**config.mk**
```make
export PLATFORM = sky130hd
export DESIGN_NAME = key_press_controller_flat
export DESIGN_NICKNAME = d
export VERILOG_FILES = /design/src/rtl/key_press_controller_if.sv /design/src/rtl/key_press_controller.sv /design/src/flat_wrapper.sv
export SDC_FILE = /design/constraint.sdc
export NUM_CORES = 1
export LEC_CHECK = 0
export BUFFER_PORTS_ARGS = -buffer_cell sky130_fd_sc_hd__buf_2
export CORE_ASPECT_RATIO = 1.2
export CORE_MARGIN = 10
export CORE_UTILIZATION = 40
export CTS_CLUSTER_DIAMETER = 80
export DETAILED_ROUTE_END_ITERATION = 16
export SLEW_MARGIN = 20
export SYNTH_ARGS = -nofsm -noshare
export SYNTH_HDL_FRONTEND = slang
export SYNTH_SLANG_ARGS = --single-unit
```
**constraint.sdc**
```tcl
create_clock -name clk100_i -period 4.7 [get_ports clk100_i]
set_input_delay 0.94 -clock clk100_i [delete_from_list [all_inputs] [get_ports clk100_i]]
set_output_delay 0.94 -clock clk100_i [all_outputs]
set_load 0.05 [all_outputs]
```
**src/rtl/key_press_controller_if.sv**
```systemverilog
// Board-key side bundle of the key press controller: raw keys and switches in,
// captured data and single-cycle datapath strobes out.
interface key_press_controller_if #(
    parameter int DATA_W = 10
);
    logic              key_i;
    logic              clr_key_i;
    logic [DATA_W-1:0] sw_i;
    logic [DATA_W-1:0] data_o;
    logic              load_stb_o;
    logic              inc_stb_o;
    logic              clr_stb_o;
    logic              repeat_o;

    modport master (
        output key_i, clr_key_i, sw_i,
        input  data_o, load_stb_o, inc_stb_o, clr_stb_o, repeat_o
    );

    modport slave (
        input  key_i, clr_key_i, sw_i,
        output data_o, load_stb_o, inc_stb_o, clr_stb_o, repeat_o
    );
endinterface

```
**src/rtl/key_press_controller.sv**
```systemverilog
// Debounced LOAD/CLEAR key sequencer: turns noisy active-low pushbuttons into
// single-cycle load/increment/clear strobes, with auto-repeat on a long LOAD hold.
module key_press_controller #(
    parameter int DEBOUNCE_CYC = 1_000_000,
    parameter int HOLD_CYC     = 50_000_000,
    parameter int REPEAT_CYC   = 10_000_000,
    parameter int DATA_W       = 10
) (
    input  logic                  clk100_i,
    input  logic                  rstn_i,
    key_press_controller_if.slave bus
);

    localparam int DCW  = (DEBOUNCE_CYC > 1) ? $clog2(DEBOUNCE_CYC) : 1;
    localparam int TMAX = (HOLD_CYC > REPEAT_CYC) ? HOLD_CYC : REPEAT_CYC;
    localparam int TW   = (TMAX > 1) ? $clog2(TMAX) : 1;

    localparam logic [DCW-1:0] DB_LAST   = DCW'(DEBOUNCE_CYC - 1);
    localparam logic [TW-1:0]  HOLD_LAST = TW'(HOLD_CYC - 1);
    localparam logic [TW-1:0]  REP_LAST  = TW'(REPEAT_CYC - 1);

    localparam logic [1:0] S_IDLE     = 2'd0;
    localparam logic [1:0] S_PRESSED  = 2'd1;
    localparam logic [1:0] S_REPEAT   = 2'd2;
    localparam logic [1:0] S_WAIT_REL = 2'd3;

    // Bit 0 is the LOAD key, bit 1 the CLEAR key; 1 means released.
    logic [1:0]          sync1_q, sync2_q;
    logic [1:0]          debLevel_q, debPrev_q;
    logic [1:0][DCW-1:0] debCnt_q;

    logic [1:0]        state_q, state_d;
    logic [TW-1:0]     timer_q, timer_d;
    logic [DATA_W-1:0] data_q, data_d;
    logic              loadStb_q, loadStb_d;
    logic              incStb_q, incStb_d;
    logic              clrStb_q, clrStb_d;
    logic              repeat_q;

    logic loadPress, loadRelease, clrPress, loadHeld;

    always_ff @(posedge clk100_i or negedge rstn_i) begin
        if (!rstn_i) begin
            sync1_q    <= 2'b11;
            sync2_q    <= 2'b11;
            debLevel_q <= 2'b11;
            debPrev_q  <= 2'b11;
            debCnt_q   <= '0;
        end else begin
            sync1_q   <= {bus.clr_key_i, bus.key_i};
            sync2_q   <= sync1_q;
            debPrev_q <= debLevel_q;
            for (int i = 0; i < 2; i++) begin
                if (sync2_q[i] == debLevel_q[i]) begin
                    debCnt_q[i] <= '0;
                end else if (debCnt_q[i] == DB_LAST) begin
                    debLevel_q[i] <= sync2_q[i];
                    debCnt_q[i]   <= '0;
                end else begin
                    debCnt_q[i] <= debCnt_q[i] + 1'b1;
                end
            end
        end
    end

    // Events are taken one cycle after the debounced level moves, so every strobe is registered.
    assign loadPress   =  debPrev_q[0] & ~debLevel_q[0];
    assign loadRelease = ~debPrev_q[0] &  debLevel_q[0];
    assign clrPress    =  debPrev_q[1] & ~debLevel_q[1];
    assign loadHeld    = ~debLevel_q[0];

    always_comb begin
        state_d   = state_q;
        timer_d   = timer_q;
        data_d    = data_q;
        loadStb_d = 1'b0;
        incStb_d  = 1'b0;
        clrStb_d  = 1'b0;
        if (clrPress) begin
            clrStb_d = 1'b1;
            state_d  = loadHeld ? S_WAIT_REL : S_IDLE;
            timer_d  = '0;
        end else begin
            case (state_q)
                S_IDLE: begin
                    if (loadPress) begin
                        state_d   = S_PRESSED;
                        loadStb_d = 1'b1;
                        incStb_d  = 1'b1;
                        data_d    = bus.sw_i;
                        timer_d   = '0;
                    end
                end
                S_PRESSED: begin
                    if (loadRelease) begin
                        state_d = S_IDLE;
                        timer_d = '0;
                    end else if (timer_q == HOLD_LAST) begin
                        state_d  = S_REPEAT;
                        incStb_d = 1'b1;
                        timer_d  = '0;
                    end else begin
                        timer_d = timer_q + 1'b1;
                    end
                end
                S_REPEAT: begin
                    if (loadRelease) begin
                        state_d = S_IDLE;
                        timer_d = '0;
                    end else if (timer_q == REP_LAST) begin
                        incStb_d = 1'b1;
                        timer_d  = '0;
                    end else begin
                        timer_d = timer_q + 1'b1;
                    end
                end
                S_WAIT_REL: begin
                    if (loadRelease) begin
                        state_d = S_IDLE;
                    end
                end
                default: begin
                    state_d = S_IDLE;
                    timer_d = '0;
                end
            endcase
        end
    end

    always_ff @(posedge clk100_i or negedge rstn_i) begin
        if (!rstn_i) begin
            state_q   <= S_IDLE;
            timer_q   <= '0;
            data_q    <= '0;
            loadStb_q <= 1'b0;
            incStb_q  <= 1'b0;
            clrStb_q  <= 1'b0;
            repeat_q  <= 1'b0;
        end else begin
            state_q   <= state_d;
            timer_q   <= timer_d;
            data_q    <= data_d;
            loadStb_q <= loadStb_d;
            incStb_q  <= incStb_d;
            clrStb_q  <= clrStb_d;
            repeat_q  <= (state_d == S_REPEAT);
        end
    end

    assign bus.data_o     = data_q;
    assign bus.load_stb_o = loadStb_q;
    assign bus.inc_stb_o  = incStb_q;
    assign bus.clr_stb_o  = clrStb_q;
    assign bus.repeat_o   = repeat_q;

endmodule

```
**src/flat_wrapper.sv**
```systemverilog
// flat-port wrapper written by rule: the top's interface ports become plain ports
module key_press_controller_flat 
#(
    parameter int DEBOUNCE_CYC = 1_000_000,
    parameter int HOLD_CYC     = 50_000_000,
    parameter int REPEAT_CYC   = 10_000_000,
    parameter int DATA_W       = 10
)
  (clk100_i, rstn_i, bus_key_i, bus_clr_key_i, bus_sw_i, bus_data_o, bus_load_stb_o, bus_inc_stb_o, bus_clr_stb_o, bus_repeat_o);
  key_press_controller_if #(.DATA_W(DATA_W)) bus_i ();
  input  logic clk100_i;
  input  logic rstn_i;
  input wire logic [$bits(bus_i.key_i)-1:0] bus_key_i;
  input wire logic [$bits(bus_i.clr_key_i)-1:0] bus_clr_key_i;
  input wire logic [$bits(bus_i.sw_i)-1:0] bus_sw_i;
  output wire logic [$bits(bus_i.data_o)-1:0] bus_data_o;
  output wire logic [$bits(bus_i.load_stb_o)-1:0] bus_load_stb_o;
  output wire logic [$bits(bus_i.inc_stb_o)-1:0] bus_inc_stb_o;
  output wire logic [$bits(bus_i.clr_stb_o)-1:0] bus_clr_stb_o;
  output wire logic [$bits(bus_i.repeat_o)-1:0] bus_repeat_o;
  assign bus_i.key_i = bus_key_i;
  assign bus_i.clr_key_i = bus_clr_key_i;
  assign bus_i.sw_i = bus_sw_i;
  assign bus_data_o = bus_i.data_o;
  assign bus_load_stb_o = bus_i.load_stb_o;
  assign bus_inc_stb_o = bus_i.inc_stb_o;
  assign bus_clr_stb_o = bus_i.clr_stb_o;
  assign bus_repeat_o = bus_i.repeat_o;
  key_press_controller #(.DEBOUNCE_CYC(DEBOUNCE_CYC), .HOLD_CYC(HOLD_CYC), .REPEAT_CYC(REPEAT_CYC), .DATA_W(DATA_W)) u_core (.clk100_i(clk100_i), .rstn_i(rstn_i), .bus(bus_i));
endmodule
```
=== Yosys cells after proc, flatten, opt, wreduce, memory -nomap -nowiden ===
Index checks and enable logic that the tools add are counted.
Widths: inputs -> output; s select.

* Bits in registers: 90

* Bitwise logic cells: 9
* Reduce and logical (&&, ||, !) cells: 7
* Multiplexer cells: 28
* Equal/unequal tests: 11
* Add/sub/neg operators: 3

{| class="wikitable"
|+ Operator list
! operator !! count
|-
| $mux 26 || 6
|-
| $mux 20 || 4
|-
| $pmux 26 s3 || 1
|-
| $add 20x1->20 const B || 2
|-
| $eq 20x20->1 const B || 2
|-
| $add 26x1->26 const B || 1
|-
| $eq 26x24->1 const B || 1
|-
| $eq 26x26->1 const B || 1
|-
| $mux 2 || 6
|-
| $mux 1 || 9
|-
| $eq 2x2->1 const B || 3
|-
| $not 1->1 || 6
|-
| $pmux 2 s3 || 1
|-
| $reduce_and 2->1 || 3
|-
| $reduce_bool 4->1 || 1
|-
| $and 1x1->1 || 3
|-
| $ne 3x1->1 const B || 1
|-
| $pmux 1 s3 || 1
|-
| $reduce_and 3->1 || 1
|-
| $eq 1x1->1 || 2
|-
| $eq 2x1->1 const B || 1
|-
| $logic_not 2->1 || 1
|-
| $reduce_or 2->1 || 1
|}

=== Longest topological paths before layout ===
Gate-level depths: netlist of run 1.

* Depth in word-level cells: 6
* Mapped depth: 9
* Gate-level depth less buffers: 7

=== Worst setup path after synthesis of run 1 ===
No wires, ideal clock.

* Kind: register -> register
* Start: register u_core.state_q[0]
* End: register u_core.timer_q[12]
* Setup time: 126 ps
* Path slack: 2760 ps
* Arrival: 1814 ps
* Period minus slack after synthesis: 1940 ps
* Buffers on the path: 1
* Cell stages (with the launch flop): 8
* Required time: 4574 ps
* Cells stage by stage: dfrtp_1 -> inv_1 -> ha_1 -> nor2b_2 -> a211oi_4 -> buf_2 -> nor3_1 -> a221o_1

* Longest elaborated chain between the ends: 3

{| class="wikitable"
|+ Ends and longest elaborated chain
! element !! RTL line !! source
|-
| from (decl) || key_press_controller.sv:32 || <nowiki>logic [1:0] state_q, state_d;</nowiki>
|-
| from (signal assigned) || key_press_controller.sv:140 || <nowiki>state_q <= state_d;</nowiki>
|-
| $eq 2x2->1, or another cell as far along || key_press_controller.sv:84 || <nowiki>case (state_q)</nowiki>
|-
| $pmux 26 s3, or another cell as far along || key_press_controller.sv:84 ||
|-
| $mux 26 / $reduce_and 2->1 (equally long branches) || -- ||
|-
| to (signal assigned) || key_press_controller.sv:141 || <nowiki>timer_q <= timer_d;</nowiki>
|-
| to (decl) || key_press_controller.sv:33 || <nowiki>logic [TW-1:0] timer_q, timer_d;</nowiki>
|}

Parallel ways exist; a longest one is shown, timed or not.
A chain may end at the register's enable or synchronous reset.

=== Final worst setup path of run 1 ===
* Start: register u_core.state_q[0]
* End: register u_core.timer_q[3]

The elaborated chain is that of the path after synthesis.

==> results.ini, run 1 <==
[detailed_routing]
finalWirelength_um=9600
drtIter0Drc=156
vias=3434
drc=0
ant_nets=0
dr.pass1.iters=4
wire_per_inst_um=14.7
viasPerCell=5.25

[synthesis]
ys_ff_latch=90
synthCells=469
yosysWarnings=0
yosysUniqueCellTypes=69
netlist_area_um2=4730
synth_top_flop_cell=dfrtp_1
synth_nets=490
syn_area_per_cell_um2=10.1
async_flop_share_pct=100
synth-seq-area-share_pct=47.9
synth_edf_count=0

[sta]
fin_crit_sh_pct=53.9
slew_viol_final=0
max_freq_mhz=395
worst_pin_slew_ps=1050
setup_viol=0
rsz0062_at_grt=no
tns_ps=0
final_hold_viol_count=0
min_period_ps=2530
relSlewSlack_pct=30.0
hold_ws_ps=361
skew_ps=7.96

[clock_tree]
cts_hold_buf=0
numCtsBuffers=9
cts_setup_buffers=0
clk_latency_ps=330
cts_tree=yes
cts_root_buf=clkbuf_16
cts_sinks=90
clk_path_buf_depth=2
path_clk_slew_ps=60
ctsResizeCount=0
htree_levels=3

[power]
power_leakage_uw=0.00219
p_per_area_nw_per_um2=300
ir_drop_v=0.000229

[setup_path]
cp.required_ps=4920
worstSetupEndpointType=flop
startpoint=u_core.state_q[0]
crit_fanout=28
worst_setup_path_start_kind=flop
crit_arrival_ps=2750
crit_type=reg2reg
r2r_start=u_core.state_q[0]

[global_route]
grt-ovfl-total=0
grt_pass1_vias=3370
grt_pass1_wl_um=16700
antenna_found_initial=0
grt_max_degree=53
grt_use_total_pct=12.0

[placement]
gp_congestion=0.786
dp_hpwl_um=6860
place_inst=638
portBuffers=27

[floorplanning]
ios=28
num_rows=43
die-width_um=119
start_util_pct=40.9
die_y_um=139
dieArea_um2=16600
coreArea_um2=11600

[finish]
n_fill_cell=1095
drive_above_1_share_pct=17.3
finalNetCount=513
final_cells=654
area_growth_pct=11.2
n_antenna_cell=0

[status]
outcome=completed

[worst_hold_path]
holdCritPathClass=reg2reg
holdCritStartpoint=u_core.sync1_q[0]

[flow_run]
drv_cap=0

-- kinds of logic after synthesis --
family / Yosys count / synth area share [%]
and+or+nand+nor: 236 / 27.0
adders and majority gates: 7 / 1.85
muxes: 4 / 0.900
DFF: 90 / 47.9
AOI/OAI and AO/OA: 52 / 9.16
xor gates and xnor gates: 50 / 9.26
buffers and inverters: 30 / 3.94
-- final timing paths --
path | endpoint | depth (start not counted) | slack [ps]
min in group asynchronous | u_core.debCnt_q[7] | 1 | 630
worst min-delay path | u_core.sync2_q[0] | 0 | 360
worst max register to register | u_core.timer_q[3] | 7 | 2170
worst max-delay path | u_core.timer_q[3] | 7 | 2170
worst min register to register | u_core.sync2_q[0] | 0 | 360
max in group asynchronous | u_core.debLevel_q[0] | 2 | 3080
-- critical path, stage by stage (launching register included) --
cell and delay (ps):
dfrtp_1 400, inv_1 120, ha_1 380, nor2b_2 110, a211oi_4 870, or3_1 220
a211oi_1 50, a221o_1 270
-- synthesized netlist by cell type, types with 2 or more instances --
cell type / instances / area share [%]
nand2b_1: 4 / 0.53
and3_1: 6 / 0.79
nor4_1: 14 / 1.9
a22oi_1: 2 / 0.32
o21ai_4: 2 / 0.69
buf_4: 3 / 0.48
dfrtp_1: 82 / 43
and4bb_2: 2 / 0.53
buf_6: 3 / 0.71
mux2_2: 2 / 0.48
buf_2: 7 / 0.74
mux2i_1: 2 / 0.42
a21oi_2: 10 / 1.9
clkbuf_1: 2 / 0.16
a21o_1: 5 / 0.79
nand4_1: 12 / 1.6
and4_1: 7 / 1.3
a211oi_1: 3 / 0.48
ha_1: 7 / 1.9
nor3b_1: 2 / 0.32
nor4b_1: 2 / 0.37
or3_1: 8 / 1.1
xnor2_1: 34 / 6.3
dfstp_2: 8 / 4.4
and2_1: 4 / 0.53
a221o_1: 3 / 0.64
o21ai_0: 8 / 0.85
a221oi_1: 4 / 0.74
nand2_1: 64 / 5.1
nor2_1: 52 / 4.1
nand3_2: 2 / 0.42
inv_1: 12 / 0.95
nor3_1: 13 / 1.4
nand3_1: 24 / 2.5
a21oi_1: 5 / 0.53
xor2_1: 16 / 3.0
-- per-stage QoR --
stage / cell area, µm² / setup slack (ps) / util (%) / total power [µW]
floorplan: 4730 / 2760 / - / 814
global placement: 4940 / 2230 / 42.7 / 838
detailed placement: 4940 / 2180 / 42.7 / 839
CTS: 5260 / 2160 / 45.4 / 1600
global route: 5260 / 1920 / 45.4 / 1630
finish: 5260 / 2170 / 45.4 / 1580
-- where the power goes --
part,internal [µW],total (µW),switching [µW],leakage (µW)
Clock,467,755,288,0.000147
Sequential,782,788,5.97,0.00117
Combinational,9.31,34.5,25.2,0.000872
-- layout by cell type (no fill, tap or decap), types with 6 or more instances in the layout --
master      n
and3_1      6
inv_1      12
nor3_1     13
xor2_1     16
dfrtp_1    82
nor4_1     14
and4_1      7
nor2_1     52
a21oi_2    10
nand3_1    24
dfstp_2     8
nand4_1    12
ha_1        7
buf_2      26
o21ai_0     8
xnor2_1    34
nand2_1    64
clkbuf_16   9
or3_1       8
-- layout make-up --
cell class / instances / area [µm²] / area share [%]
clock buffers: 12 / 236 / 4.50
clock inverters: 4 / 76.3 / 1.45
inverters: 13 / 53.8 / 1.02
multi-input cells: 349 / 2280 / 43.3
flip-flops and latches: 90 / 2260 / 43.0
well taps: 157 / 196 / 3.74
repair buffers: 29 / 153 / 2.90
-- per-layer routing --
layer	track usage (%)	wire, µm
met5	0	0
met4	5.73	180
met3	1.71	170
met2	20.0	4980
met1	14.9	4270
-- registers in the layout, indices dropped and copies added (netlist names) --
| register | cells |
|---|---|
| u_core.sync1_q | 2 |
| u_core.bus.data_o | 10 |
| u_core.bus.clr_stb_o | 1 |
| u_core.bus.load_stb_o | 1 |
| u_core.bus.inc_stb_o | 1 |
| u_core.debCnt_q | 40 |
| u_core.bus.repeat_o | 1 |
| u_core.sync2_q | 2 |
| u_core.timer_q | 26 |
| u_core.debLevel_q | 2 |
| u_core.state_q | 2 |
| u_core.debPrev_q | 2 |
Note: power is estimated with default switching activity, not from simulation.
==> inputs of run 2 (changes only) <==
Clock period 4.7 ns to 2.35 ns, I/O delays scaled along.
==> run 2 against run 1 <==
Critical path depth up 1. Clock skew about the same. Cell count up 2.0%. Hold slack worse by 280 ps. First-iteration DRC count up 28%. Sequential power up 100%. Clock power up 88%. Non-clock buffer count up 13. Highest routed layer unchanged.
==> results.ini, run 2 (synthesized netlist as in run 1, its figures left out) <==
[clock_tree]
cts_hold_buf=0  ; unchanged
clk_latency_ps=330  ; about the same
cts_tree=yes
clk_path_buf_depth=2  ; unchanged
numCtsBuffers=9  ; unchanged
htree_levels=3  ; unchanged
ctsResizeCount=0  ; unchanged
path_clk_slew_ps=70  ; about the same
cts_setup_buffers=0  ; unchanged
cts_root_buf=clkbuf_16
cts_sinks=90  ; unchanged

[setup_path]
worstPathCellList=inv_1 -> ha_1 -> nor2b_2 -> a211oi_4 -> buf_4 -> or3_1 -> a211oi_1 -> a221o_1
worst_setup_path_start_kind=flop
r2r_start=u_core.state_q[1]
cp.required_ps=2560  ; -2360 ps
cp.buffers_inverters=2  ; +1
crit_type=reg2reg
crit_arrival_ps=2380  ; -370 ps
worstSetupEndpointType=flop
slowest_stage=dfrtp_1
crit_fanout=11  ; -61%
max_stage_delay_ps=410  ; -460 ps
startpoint=u_core.state_q[1]
critPathTopFamily=compound AO/OA/AOI/OAI gates

[power]
ir_drop_v=0.000397  ; +73%
power_leakage_uw=0.00227  ; +3.5%
p_per_area_nw_per_um2=572  ; +91%

[finish]
area_growth_pct=13.8
largest_register=u_core.debCnt_q
final_cells=667  ; +2.0%
n_fill_cell=1064  ; -2.8%
drive_above_1_share_pct=19.4  ; +2.1 points
final_cell_mix=dfrtp_1 (82), nand2_1 (64), nor2_1 (52)
fin_util_pct=46.5  ; +1.1 points
n_antenna_cell=0  ; unchanged
mostFrequentLayoutCell=dfrtp_1
finalNetCount=526  ; +2.5%
largest_reg_flops=40  ; unchanged

[global_route]
grt_max_degree=35  ; -34%
antenna_found_initial=0  ; unchanged
grt_pass1_vias=3422  ; +1.5%
grt-ovfl-total=0  ; unchanged
grt_pass1_wl_um=17300  ; +3.0%
grt_use_total_pct=12.4  ; +0.36 points

[floorplanning]
die-width_um=119  ; unchanged
dieArea_um2=16600  ; unchanged
start_util_pct=40.9  ; unchanged
die_y_um=139  ; unchanged
num_rows=43  ; unchanged
coreArea_um2=11600  ; unchanged
ios=28  ; unchanged

[sta]
fin_ws_ps=187  ; -1980 ps
fin_crit_sh_pct=92.0  ; +38 points
slew_viol_final=0  ; unchanged
worst_pin_slew_ps=486  ; -561 ps
skew_ps=7.75  ; -0.208 ps
relSlewSlack_pct=67.6  ; +38 points
max_freq_mhz=462  ; +17%
rsz0062_at_grt=no
min_period_ps=2160  ; -371 ps
final_hold_viol_count=0  ; unchanged
hold_ws_ps=82.9  ; -278 ps
setup_viol=0  ; unchanged
tns_ps=0  ; unchanged

[placement]
portBuffers=27  ; unchanged
pre_cts_slack_ps=224  ; -1950 ps
gp_congestion=0.839  ; +6.7%
place_inst=651  ; +2.0%
dp_hpwl_um=7190  ; +4.8%

[detailed_routing]
viasPerCell=5.24  ; -0.15%
drtIter0Drc=200  ; +28%
vias=3497  ; +1.8%
drc=0  ; unchanged
dr.pass1.iters=4  ; unchanged
ant_nets=0  ; unchanged
finalWirelength_um=10000  ; +4.4%
wire_per_inst_um=15.0  ; +2.3%

[worst_hold_path]
holdCritPathClass=in2async

[status]
outcome=completed

[flow_run]
drv_cap=0  ; unchanged

## run 2: worst paths after layout
path / to / slack, ps / cells past startpoint
max reg2reg: u_core.timer_q[3] / 190 / 8
min reg2reg: u_core.sync2_q[1] / 360 / 0
min: u_core.debCnt_q[7] / 80 / 1
min in group clk100_i: u_core.sync1_q[1] / 230 / 1
max: u_core.timer_q[3] / 190 / 8
max in group asynchronous: u_core.debPrev_q[0] / 1640 / 2
## run 2: worst register-to-register path: stages (launching register included)
cell      delay [ps]
dfrtp_1          410
inv_1            110
ha_1             380
nor2b_2          110
a211oi_4         360
buf_4            250
or3_1            120
a211oi_1          40
a221o_1          270
## run 2: through the flow
step / power [µW] / instance area [µm²]
2_1_floorplan: 1630 / 4730
3_3_place_gp: 1690 / 5090
3_5_place_dp: 1690 / 5090
4_1_cts: 3130 / 5380
5_1_grt: 3180 / 5380
6_report: 3080 / 5380
## run 2: per-layer routing
layer  up-vias  global-route usage (%)  wire [µm]  part of all wire (%)
li1       1712                       -          -                     -
met5         -                       0          0                     0
met1      1745                    15.7       4650                    46
met2        27                    20.5       4980                    50
met3        13                    2.12        170                   1.7
met4         0                    4.76        214                   2.1
## run 2: report_power, final
| part | switching, µW | internal (µW) | total (µW) |
|---|---|---|---|
| sequential | 11.8 | 1560 | 1580 |
| combinational | 53.0 | 28.8 | 81.8 |
| clock | 591 | 830 | 1420 |
| total | 656 | 2420 | 3080 |
## run 2: area by class of cell
| cell class | count | area [µm²] | share of cell area [%] |
|---|---|---|---|
| clock buffers | 12 | 236 | 4.40 |
| well taps | 157 | 196 | 3.65 |
| repair buffers | 42 | 300 | 5.58 |
| flip-flops and latches | 90 | 2260 | 42.0 |
| multi-input cells | 349 | 2280 | 42.3 |
| clock inverters | 4 | 52.6 | 0.977 |
| inverters | 13 | 53.8 | 1.00 |
